File: src/rtl/periph_pkg.sv
// Types and constants shared by the CPU-side sender and the local receiver.
// Holds the handshake state encodings and the transfer word width.
package periph_pkg;

    localparam int unsigned DATA_W = 2;

    typedef enum logic [1:0] {
        ST_IDLE       = 2'b00,
        ST_ACK        = 2'b01,
        ST_WAIT_SPACE = 2'b10
    } periph_state_e;

endpackage

File: src/rtl/periph_fifo.sv
// Receive FIFO with first-word fall-through. Pointers wrap modulo DEPTH, and
// full/empty are derived from the occupancy count.
module periph_fifo
    import periph_pkg::*;
#(
    parameter int unsigned DEPTH = 4
) (
    input  logic                     clk,
    input  logic                     rst,
    input  logic                     wr_en,
    input  logic [DATA_W-1:0]        wr_data,
    input  logic                     rd_en,
    output logic [DATA_W-1:0]        rd_data,
    output logic                     empty,
    output logic                     full,
    output logic [$clog2(DEPTH):0]   level
);

    localparam int unsigned PTR_W = $clog2(DEPTH);
    localparam int unsigned LVL_W = PTR_W + 1;

    logic [DATA_W-1:0] mem_q [DEPTH];
    logic [DATA_W-1:0] mem_d [DEPTH];
    logic [PTR_W-1:0]  wr_ptr_q, wr_ptr_d;
    logic [PTR_W-1:0]  rd_ptr_q, rd_ptr_d;
    logic [LVL_W-1:0]  level_q, level_d;
    logic              do_wr, do_rd;

    assign empty   = (level_q == '0);
    assign full    = (level_q == LVL_W'(DEPTH));
    assign level   = level_q;
    assign rd_data = empty ? '0 : mem_q[rd_ptr_q];

    // Both guards use pre-edge occupancy, so a pop on a full FIFO never
    // admits a write on the same edge.
    always_comb begin
        do_wr    = wr_en && !full;
        do_rd    = rd_en && !empty;
        mem_d    = mem_q;
        wr_ptr_d = wr_ptr_q;
        rd_ptr_d = rd_ptr_q;
        level_d  = level_q;
        if (do_wr) begin
            mem_d[wr_ptr_q] = wr_data;
            wr_ptr_d        = wr_ptr_q + PTR_W'(1);
        end
        if (do_rd) begin
            rd_ptr_d = rd_ptr_q + PTR_W'(1);
        end
        case ({do_wr, do_rd})
            2'b10:   level_d = level_q + LVL_W'(1);
            2'b01:   level_d = level_q - LVL_W'(1);
            default: level_d = level_q;
        endcase
    end

    always_ff @(posedge clk) begin
        if (rst) begin
            for (int unsigned i = 0; i < DEPTH; i++) begin
                mem_q[i] <= '0;
            end
            wr_ptr_q <= '0;
            rd_ptr_q <= '0;
            level_q  <= '0;
        end else begin
            mem_q    <= mem_d;
            wr_ptr_q <= wr_ptr_d;
            rd_ptr_q <= rd_ptr_d;
            level_q  <= level_d;
        end
    end

endmodule

File: src/rtl/periph_receiver.sv
// Receiver side of a 4-phase CPU handshake: synchronizes send, stores one
// word per request in a local FIFO and counts accepted words.
module periph_receiver
    import periph_pkg::*;
#(
    parameter int unsigned DEPTH       = 4,
    parameter int unsigned SYNC_STAGES = 2
) (
    input  logic                     clk1,
    input  logic                     rst1,
    input  logic                     send,
    input  logic [DATA_W-1:0]        dado,
    output logic                     ack,
    input  logic                     rd_en,
    output logic [DATA_W-1:0]        dout,
    output logic                     empty,
    output logic                     full,
    output logic [$clog2(DEPTH):0]   level,
    output logic [7:0]               rx_count
);

    logic [SYNC_STAGES-1:0] sync_q, sync_d;
    periph_state_e          state_q, state_d;
    logic [7:0]             rx_count_q, rx_count_d;
    logic                   send_s;
    logic                   wr_en;

    assign send_s   = sync_q[SYNC_STAGES-1];
    assign ack      = (state_q == ST_ACK);
    assign rx_count = rx_count_q;

    // A word is written only on the leaving edge of IDLE/WAIT_SPACE, so a
    // held send yields exactly one write until it drops back to IDLE.
    always_comb begin
        sync_d  = {sync_q[SYNC_STAGES-2:0], send};
        state_d = state_q;
        wr_en   = 1'b0;
        case (state_q)
            ST_IDLE: begin
                if (send_s) begin
                    if (!full) begin
                        wr_en   = 1'b1;
                        state_d = ST_ACK;
                    end else begin
                        state_d = ST_WAIT_SPACE;
                    end
                end
            end
            ST_WAIT_SPACE: begin
                if (!send_s) begin
                    state_d = ST_IDLE;
                end else if (!full) begin
                    wr_en   = 1'b1;
                    state_d = ST_ACK;
                end
            end
            ST_ACK: begin
                if (!send_s) begin
                    state_d = ST_IDLE;
                end
            end
            default: state_d = ST_IDLE;
        endcase
        rx_count_d = rx_count_q;
        if (wr_en && (rx_count_q != 8'hFF)) begin
            rx_count_d = rx_count_q + 8'd1;
        end
    end

    always_ff @(posedge clk1) begin
        if (rst1) begin
            sync_q     <= '0;
            state_q    <= ST_IDLE;
            rx_count_q <= '0;
        end else begin
            sync_q     <= sync_d;
            state_q    <= state_d;
            rx_count_q <= rx_count_d;
        end
    end

    periph_fifo #(
        .DEPTH (DEPTH)
    ) u_fifo (
        .clk     (clk1),
        .rst     (rst1),
        .wr_en   (wr_en),
        .wr_data (dado),
        .rd_en   (rd_en),
        .rd_data (dout),
        .empty   (empty),
        .full    (full),
        .level   (level)
    );

endmodule

File: config.mk
export PLATFORM = sky130hd
export DESIGN_NAME = periph_receiver
export DESIGN_NICKNAME = d
export VERILOG_FILES = /design/src/rtl/periph_pkg.sv /design/src/rtl/periph_fifo.sv /design/src/rtl/periph_receiver.sv
export SDC_FILE = /design/constraint.sdc
export NUM_CORES = 1
export LEC_CHECK = 0
export CAP_MARGIN = 20
export CELL_PAD_IN_SITES_DETAIL_PLACEMENT = 0
export CELL_PAD_IN_SITES_GLOBAL_PLACEMENT = 1
export CORE_MARGIN = 2
export CORE_UTILIZATION = 46
export DETAILED_ROUTE_END_ITERATION = 8
export DONT_BUFFER_PORTS = 1
export PLACE_DENSITY_LB_ADDON = 0.3
export SLEW_MARGIN = 20
export SYNTH_ARGS = -nofsm -noshare
export SYNTH_HDL_FRONTEND = slang
export SYNTH_SLANG_ARGS = --single-unit
File: constraint.sdc
create_clock -name clk1 -period 3 [get_ports clk1]
set_clock_uncertainty 0.05 [all_clocks]
set_input_delay 0.3 -clock clk1 [delete_from_list [all_inputs] [get_ports clk1]]
set_output_delay 0.3 -clock clk1 [all_outputs]
set_load 0.01 [all_outputs]
# Yosys cells after proc, flatten, opt, wreduce, memory -nomap -nowiden
# Cells that the tools add are included.
# totals
reg_bits	27
out_inout_bits	16
# classes
add_sub_neg	5
magnitude_cmp	3
eq_ne	9
n_mux	17
bitwise_logic	2
reduce_logical	11
# op_table
cell	count
$mux 2	9
$add 8x1->8 const B	1
$bwmux 8	1
$ne 8x8->1 const B	1
$ge 3x3->1 const B	2
$not 2->3	2
$pmux 2 s3	1
$pmux 3 s2	1
$add 2x1->2 const B	2
$bmux 2 s2	1
$demux 2 s2	1
$eq 2x1->1 const B	2
$eq 2x2->1 const B	2
$logic_and 1x1->1	4
$ne 2x2->1 const B	2
$add 3x1->3 const B	1
$eq 3x3->1 const B	1
$logic_not 3->1	1
$lt 3x1->1 const B	1
$mux 1	3
$ne 3x3->1 const B	1
$reduce_and 3->1	1
$sub 3x1->3 const B	1
$logic_not 1->1	2
3 further kinds	3

# Depth between registers and ports, before layout
# Gate-level depths: netlist (run 1).
# logic_depth
ltp_word	7
ltp_mapped	11
depth_no_buf	10

# Hierarchy
# From an unflattened synthesis (run 1), not the netlist that was laid out.
# unflattened
cells_unflattened	136
area_unflattened_um2	1318.8
# by_module_without_submodules
module	instances	cells_each	area_per_inst_um2
periph_fifo	1	82	798.3
periph_receiver	1	54	520.5

# Worst setup path after synthesis (run 1)
# OpenSTA, ideal clock, no wires.
# synth_timing
kind	flip-flop to flip-flop
startpoint	reg u_fifo.level_q[2], in the netlist u_fifo.level[2]
endpoint	reg u_fifo.level_q[2], in the netlist u_fifo.level[2]
setup_ps	70
arrival_time_ps	2232
t_required_ps	2880
path_slack_ps	648
stages_incl_launch_ff	12
synth_period_minus_slack_ps	2352
path_cell_list	dfxtp_1 -> or3b_1 -> buf_6 -> inv_6 -> nor2_2 -> clkinv_2 -> ha_1 -> inv_1 -> fa_1 -> xor2_1 -> or3_1 -> a21oi_1
# synth_via
elab_chain_cells	7
elab_cells_between_ends	15
classes_between	add/sub (2); eq/ne (3); mux (4); reduce/logical (6)
# synth_rtl
item	line	text
start: declaration	periph_fifo.sv:26	logic [LVL_W-1:0] level_q, level_d;
start signal: assignment	periph_fifo.sv:69	level_q <= level_d;
$eq 3x3->1 (*)	periph_fifo.sv:30	assign full = (level_q == LVL_W'(DEPTH));
via full	periph_receiver.sv:17	output logic full,
$mux 1	periph_receiver.sv:41, periph_receiver.sv:52	
$mux 1	periph_receiver.sv:40	if (send_s) begin
$mux 1	--	
$logic_and 1x1->1 (*)	periph_fifo.sv:37	do_wr = wr_en && !full;
$eq 2x1->1 / $eq 2x2->1 (equally long branches)	periph_fifo.sv:50	case ({do_wr, do_rd})
$pmux 3 s2 / $reduce_bool 2->1 (equally long branches)	--	
# Mark *: on every way through the listed nets, which the timed path passes. The rest lies on a longest branch.
# A chain may end at the register's enable or synchronous reset.

# Worst setup path after layout (run 1)
# Same ends and word-level chain as after synthesis.

==> results of run 1 <==
[path summary, 6_finish.rpt]
check,startpoint,to,cells past startpoint
hold / removal,send,sync_q[0]$_SDFF_PP0_,1
hold reg to reg,sync_q[0]$_SDFF_PP0_,sync_q[1]$_SDFF_PP0_,1
setup reg to reg,u_fifo.level[2]$_SDFFE_PP0P_,u_fifo.level[2]$_SDFFE_PP0P_,10
setup / recovery,u_fifo.level[2]$_SDFFE_PP0P_,u_fifo.level[2]$_SDFFE_PP0P_,10
[cell usage in the layout, fill, tap and decap left out, types with 3 or more instances in the layout]
cell      synthesis  layout
nand4_1           3       3
dfxtp_1          27      27
ha_1              6       6
nor2b_1           8       8
nor2_1           11      11
nand3_1          15      15
inv_1             7       7
clkbuf_4          0       3
a21oi_1          14      14
xor2_1            4       4
a211oi_1          3       3
nor3_1            4       4
nand2_1          11      11
o21ai_0           4       4
[kinds of logic after synthesis]
logic type | after synthesis | synth area share, %
adders and majority gates | 7 | 7.322
buffers and inverters | 15 | 6.069
and+or+nand+nor | 64 | 26.59
xor gates and xnor gates | 6 | 4.046
DFF | 27 | 41.62
AOI/OAI and AO/OA | 23 | 10.12
muxes | 3 | 4.239
[through the flow]
stage                     hold WS [ps]  worst slack [ps]
after floorplan                  363.8             648.1
after global placement           321.2             529.7
after detailed placement         325.6             433.3
after CTS                        44.74             376.1
after global routing             36.46             140.1
final                            54.19             374.3
[what timing repair did]
action,4_1_cts,5_1_grt
endpoints found under the setup margin,0,0
gates resized for setup,0,0
hold buffers,1,0
endpoints found under the hold margin,27,0
[worst max-delay path: stages, from the launching register on]
cell,delay (ps)
dfxtp_1,460
or3b_1,470
inv_6,120
nor2_2,110
clkinv_2,100
ha_1,180
inv_1,70
fa_1,390
xor2_1,160
or3_1,300
a21oi_1,150
[power groups by stage]
stage	Clock, uW	Sequential [uW]	Combinational [uW]
2_1_floorplan	0	413	118
3_3_place_gp	0	417	141
3_5_place_dp	0	419	147
4_1_cts	163	411	155
5_1_grt	179	416	178
6_report	155	410	152
[metal layers]
layer  track usage (%)  up-vias  share of wire (%)
met2             27.91       26                 47
met5                 0        -                  0
li1                  -      501                  -
met3             4.535        2                6.1
met1             22.67      479                 46
met4             4.651        0               0.77
[final cells by class]
type	instances	area, um^2	area share [%]
Multi-Input combinational cell	103	679.4	50.28
Sequential cell	27	540.5	40.00
Inverter	9	40.04	2.963
Tap cell	31	38.79	2.870
Timing Repair Buffer	3	25.02	1.852
Clock buffer	3	22.52	1.667
Clock inverter	1	5.005	0.3704
[sequential cells by signal, indices dropped and copies added (netlist names)]
| register | count |
|---|---|
| rx_count | 8 |
| u_fifo.mem_q | 8 |
| u_fifo.level | 3 |
| state_q | 2 |
| sync_q | 2 |
| u_fifo.rd_ptr_q | 2 |
| u_fifo.wr_ptr_q | 2 |
==> metrics.md, run 1 <==
| Metric | Value |
|---|---|
| Crit-path max FO | 12 |
| Finished Layout Cells | 177 |
| Crit path DAT | 2820 ps |
| Crit. End Element | flop |
| Final HPWL from detailed placement | 1814 um |
| Grt total ovfl | 0 |
| Clock transition at the registers of the reported paths | 140 ps |
| Syn_area_per_cell | 8.957 um^2 |
| Final setup viols | 0 |
| Setup tns final | 0 ps |
| Measured slew at the worst slew-check pin | 1022 ps |
| Share of the synthesized area in the top cell type | about two fifths |
| R2R Setup Slk | about 370 ps |
| Initial DRC Count | 41 |
| TritonCTS clock tree | yes |
| Minimum clock period | 2626 ps |
| Worst Path Class, Setup | reg2reg |
| Worst-Skew Late Latency | 320 ps |
| Status | completed |
| First-pass GRT wire length | 4505 um |
| Cell accounting for the most synthesized area | dfxtp_1 |
| Initial antenna violation count | 0 |
| Final ANT Viol Nets | 0 |
| H-Tree Depth | 1 |
| Boundary pin count | 22 |
| Die W | 57.14 um |
| Routed WL | 2466 um |
| Top post-synthesis cells by area | dfxtp_1, ha_1, nand3_1 |
| Final core utilization | 49.86% |
| Via density | 5.695 |
| Max Root-Sink Buffers | 2 |
| Vias in the first global route | 1009 |
| Worst hold path type | in2reg |
| Max-cap violations | 0 |
| Vias after detailed routing | just over 1000 |
| Placed cells | approximately 170 |
| #FFs+latches synth | 27 |
| Placed Area | 1314 um^2 |
| # diodes | 0 |
| Switching power | 221.5 uW |
| Initial Utilization | 47.92% |
| Fraction of registers with async set/reset | 0% |
| Port bufs | 0 |
| Wirelength per Cell | 13.93 um |
| Critical Path RT | 3200 ps |
| Sw Ratio | 30.86% |
| Syn nets | around 160 |
| Setup crit start kind | flop |
| Tcrit/Tclk final | 87.52% |
| Final hold vios | 0 |
| Tot Pwr | just over 700 uW |
| CORE AREA | 2710 um^2 |
| Part of the power in registers | between 50% and 60% |
| Post-synth top cells | dfxtp_1, nand3_1, a21oi_1 |
| Leakage | 0.0004568 uW |
| Fill cell count | 270 |
| Sequential share of the synthesized area | 41.62% |
| Relative slew margins | 31.62% |
| Die area | 3264 um^2 |
| Synth unique cells | 34 |
| Post-layout net count | 160 |
| Routability cong. | 0.7476 |
| CTS buffer count | 3 |
| Synth warn | 0 |
| Ys flop type | dfxtp_1 |
| Netlist Area Pre-Place | approximately 1300 um^2 |
| Max-slew violation count | 0 |
| Root Driver | clkbuf_4 |
| Combinational share of power | 21.2% |
| Cell area after layout | 1351 um^2 |
| DRC Markers | 0 |
| Synth Instances | between 100 and 150 |
| Number of flops mapped to enable cells by yosys | 0 |
| # rows | 19 |
| P per Cell Area | 531.3 nW/um^2 |
| Synthesis-to-finish area growth | 4.047% |
| Most common cell in the synthesized netlist | dfxtp_1 |
| Pint | 496.4 uW |
| Highest Clock Rate | 0.3809 GHz |
| Power share of the clock group | 21.6% |
| TritonCTS sink count | 27 |
| Largest net degree at the start of global routing | 28 |
| Tot GR Track Use | 17.15% |
| Worst vdd ir | 0.3013 mV |
| TritonRoute pass-1 iters | 4 |
| Die Y | 57.14 um |
| Fraction of layout cells with a size suffix above 1 | 9.589% |
| Postcts setup bufs | 0 |
| RSZ-0062 raised after global routing | no |
Power figures use the tool's default switching activity.
==> inputs of run 2 (changes only) <==
--- a/config.mk
+++ b/config.mk
@@ -9,9 +9,11 @@
 export CELL_PAD_IN_SITES_DETAIL_PLACEMENT = 0
 export CELL_PAD_IN_SITES_GLOBAL_PLACEMENT = 1
 export CORE_MARGIN = 2
-export CORE_UTILIZATION = 46
+export CORE_UTILIZATION = 40
+export CTS_BUF_LIST = sky130_fd_sc_hd__clkbuf_4 sky130_fd_sc_hd__clkbuf_8
 export DETAILED_ROUTE_END_ITERATION = 8
 export DONT_BUFFER_PORTS = 1
+export HOLD_SLACK_MARGIN = 0.06
 export PLACE_DENSITY_LB_ADDON = 0.3
 export SLEW_MARGIN = 20
 export SYNTH_ARGS = -nofsm -noshare
==> run 2 against run 1 <==
Sequential power about the same. Register-to-register slack better by 30 ps. Critical path depth unchanged. Non-clock buffer count up 3. Hold slack better by 110 ps. Clock power up 5%. Combinational power about the same. Via count up 0.40%. Critical endpoint unchanged. Largest power group unchanged.
==> metrics.md, run 2 (synthesis gave the netlist of run 1 again) <==
| Metric | Value |
|---|---|
| Synthesis-to-finish area growth | 7.611% |
| First-pass GRT wire length | 4560 um (+1.2%) |
| HP Start | rd_en |
| R2R Setup Slk | 400 ps (+30 ps) |
| Routed WL | 2580 um (+4.6%) |
| Leakage | 0.0004693 uW (+2.7%) |
| Port bufs | 0 (unchanged) |
| Worst Path Class, Setup | reg2reg |
| Highest Clock Rate | 0.3851 GHz (+1.1%) |
| Commonest non-fill, non-tap cell in the layout | dfxtp_1 |
| CP delay by family, top | simple AND/OR/NAND/NOR gates |
| Die W | 60.98 um (+6.7%) |
| Max-cap violations | 0 (unchanged) |
| Die area | 3719 um^2 (+14%) |
| Tot GR Track Use | 16.68% (-0.47 points) |
| Reg-to-reg endpoint | u_fifo.level[2]$_SDFFE_PP0P_ |
| Critical Path Max Stage Delay | 480 ps (about the same) |
| H-Tree Depth | 1 (unchanged) |
| Worst path bufs/invs | 3 (unchanged) |
| Setup crit start kind | flop |
| Vias in the first global route | 1012 (+0.30%) |
| Max Root-Sink Buffers | 2 (unchanged) |
| Wirelength per Cell | 13.37 um (-4.1%) |
| Pint | 497.6 uW (+0.24%) |
| Critical Path RT | 3220 ps (+20 ps) |
| TritonCTS clock tree | yes |
| Grt total ovfl | 0 (unchanged) |
| WHS Path Cells | 3 (+2) |
| # rows | 20 (+1) |
| Crit-path max FO | 12 (unchanged) |
| Crit path DAT | 2820 ps (about the same) |
| Initial antenna violation count | 0 (unchanged) |
| Post-layout net count | 163 (+1.9%) |
| Worst vdd ir | 0.1753 mV (-42%) |
| Most frequent cells in the layout | dfxtp_1, nand3_1, a21oi_1, nand2_1, nor2_1 |
| Boundary pin count | 22 (unchanged) |
| DRC Markers | 0 (unchanged) |
| Clock transition at the registers of the reported paths | 150 ps (about the same) |
| Relative slew margins | 31.77% (+0.15 points) |
| Final core utilization | 45.41% (-4.5 points) |
| CTS buffer count | 3 (unchanged) |
| Via density | 5.244 (-7.9%) |
| Fill cell count | 311 (+15%) |
| TritonRoute pass-1 iters | 4 (unchanged) |
| CP Cell Sequence | or3b_1, inv_6, nor2_2, clkinv_2, ha_1, inv_1, fa_1, xor2_1, or3_1, a21oi_1 |
| Final ANT Viol Nets | 0 (unchanged) |
| Combinational share of power | 21.0% (-0.2 points) |
| Worst Hold Endpoint | u_fifo.rd_ptr_q[1]$_SDFFE_PP0P_ |
| Power share of the clock group | 22.3% (+0.7 points) |
| TritonCTS sink count | 27 (unchanged) |
| Final HPWL from detailed placement | 1856 um (+2.3%) |
| Part of the power in registers | 56.7% (-0.5 points) |
| Root Driver | clkbuf_4 |
| # diodes | 0 (unchanged) |
| P per Cell Area | 519.0 nW/um^2 (-2.3%) |
| Crit. End Element | flop |
| Fraction of layout cells with a size suffix above 1 | 9.396% (-0.19 points) |
| Switching power | 227.8 uW (+2.8%) |
| Vias after detailed routing | 1012 (+0.40%) |
| Status | completed |
| Largest net degree at the start of global routing | 28 (unchanged) |
| Measured slew at the worst slew-check pin | 1020 ps (-2.237 ps) |
| Worst-Skew Late Latency | 340 ps (+20 ps) |
| Routability cong. | 0.7469 (about the same) |
| Initial DRC Count | 35 (-15%) |
| Sw Ratio | 31.40% (+0.55 points) |
| CP max-delay cell | or3b_1 |
| Setup tns final | 0 ps (unchanged) |
| Worst hold path type | in2reg |
| Final setup viols | 0 (unchanged) |
| Max-slew violation count | 0 (unchanged) |
| Die Y | 60.98 um (+6.7%) |
| Final hold vios | 0 (unchanged) |
| Tcrit/Tclk final | 86.57% (-0.96 points) |
| R2r worst-path depth | 10 (unchanged) |
| Initial Utilization | 42.20% (-5.7 points) |
| Crit Reg-Reg Startpoint | u_fifo.level[2]$_SDFFE_PP0P_ |
| CORE AREA | 3078 um^2 (+14%) |
| RSZ-0062 raised after global routing | no |
| Minimum clock period | 2597 ps (-28.67 ps) |
## run 2: changes by cell type in the layout (fill, tap and decap cells not counted)
cell	before	now
dlygate4sd3_1	1	4
## run 2: power groups by stage
stage / clock (uW) / combinational [uW] / sequential (uW)
floorplan: 0 / 118 / 413
global placement: 0 / 140 / 417
detailed placement: 0 / 144 / 420
CTS: 167 / 155 / 412
global route: 179 / 177 / 417
finish: 162 / 152 / 411
## run 2: worst max path at each step
stage                                        end  cells past startpoint  slack [ps]                    startpoint
floorplan           u_fifo.level[2]$_SDFFE_PP0P_                     11         650  u_fifo.level[2]$_SDFFE_PP0P_
global placement    u_fifo.level[2]$_SDFFE_PP0P_                     10         510  u_fifo.level[2]$_SDFFE_PP0P_
detailed placement  u_fifo.level[2]$_SDFFE_PP0P_                     10         450  u_fifo.level[2]$_SDFFE_PP0P_
CTS                 u_fifo.level[2]$_SDFFE_PP0P_                     10         400  u_fifo.level[2]$_SDFFE_PP0P_
global route        u_fifo.level[2]$_SDFFE_PP0P_                     10         200  u_fifo.level[0]$_SDFFE_PP0P_
finish              u_fifo.level[2]$_SDFFE_PP0P_                     10         400  u_fifo.level[2]$_SDFFE_PP0P_
## run 2: stage by stage
stage	area (um^2)	instances	power, uW	hold WS (ps)	setup slack (ps)
after detailed placement	1330	185	564.0	324.0	453.5
final	1398	193	725.4	161.2	403.0
after global routing	1398	193	772.9	209.0	197.1
after floorplan	1299	145	531.1	363.8	648.1
after global placement	1330	185	557.7	323.3	508.8
after CTS	1398	193	734.7	157.2	398.3
## run 2: cell type report
class	instances	area (um^2)	area share, %
timing repair buffer	6	55.05	3.939
sequential	27	540.5	38.68
multi-input combinational	103	679.4	48.61
tap	44	55.05	3.939
clock inverter	1	5.005	0.3581
clock buffer	3	22.52	1.611
inverter	9	40.04	2.865
## run 2: repair_timing
item | in CTS | in global routing
gates resized for setup | 0 | 0
setup buffers | 0 | 0
endpoints found under the hold margin | 27 | 0
hold buffers | 4 | 0
## run 2: tightest hold or removal path: cells and delay by family
kind / cells / cell delay, ps
XOR/XNOR: 1 / 70
AND/OR/NAND/NOR: 2 / 150
## run 2: per-layer routing
| layer | GRT usage, % | wire length, um | vias up |
|---|---|---|---|
| met5 | 0 | 0 | - |
| met4 | 7.453 | 53 | 0 |
| met3 | 5.330 | 145 | 5 |
| met2 | 27.04 | 1187 | 19 |
| met1 | 20.26 | 1193 | 482 |
| li1 | - | - | 506 |
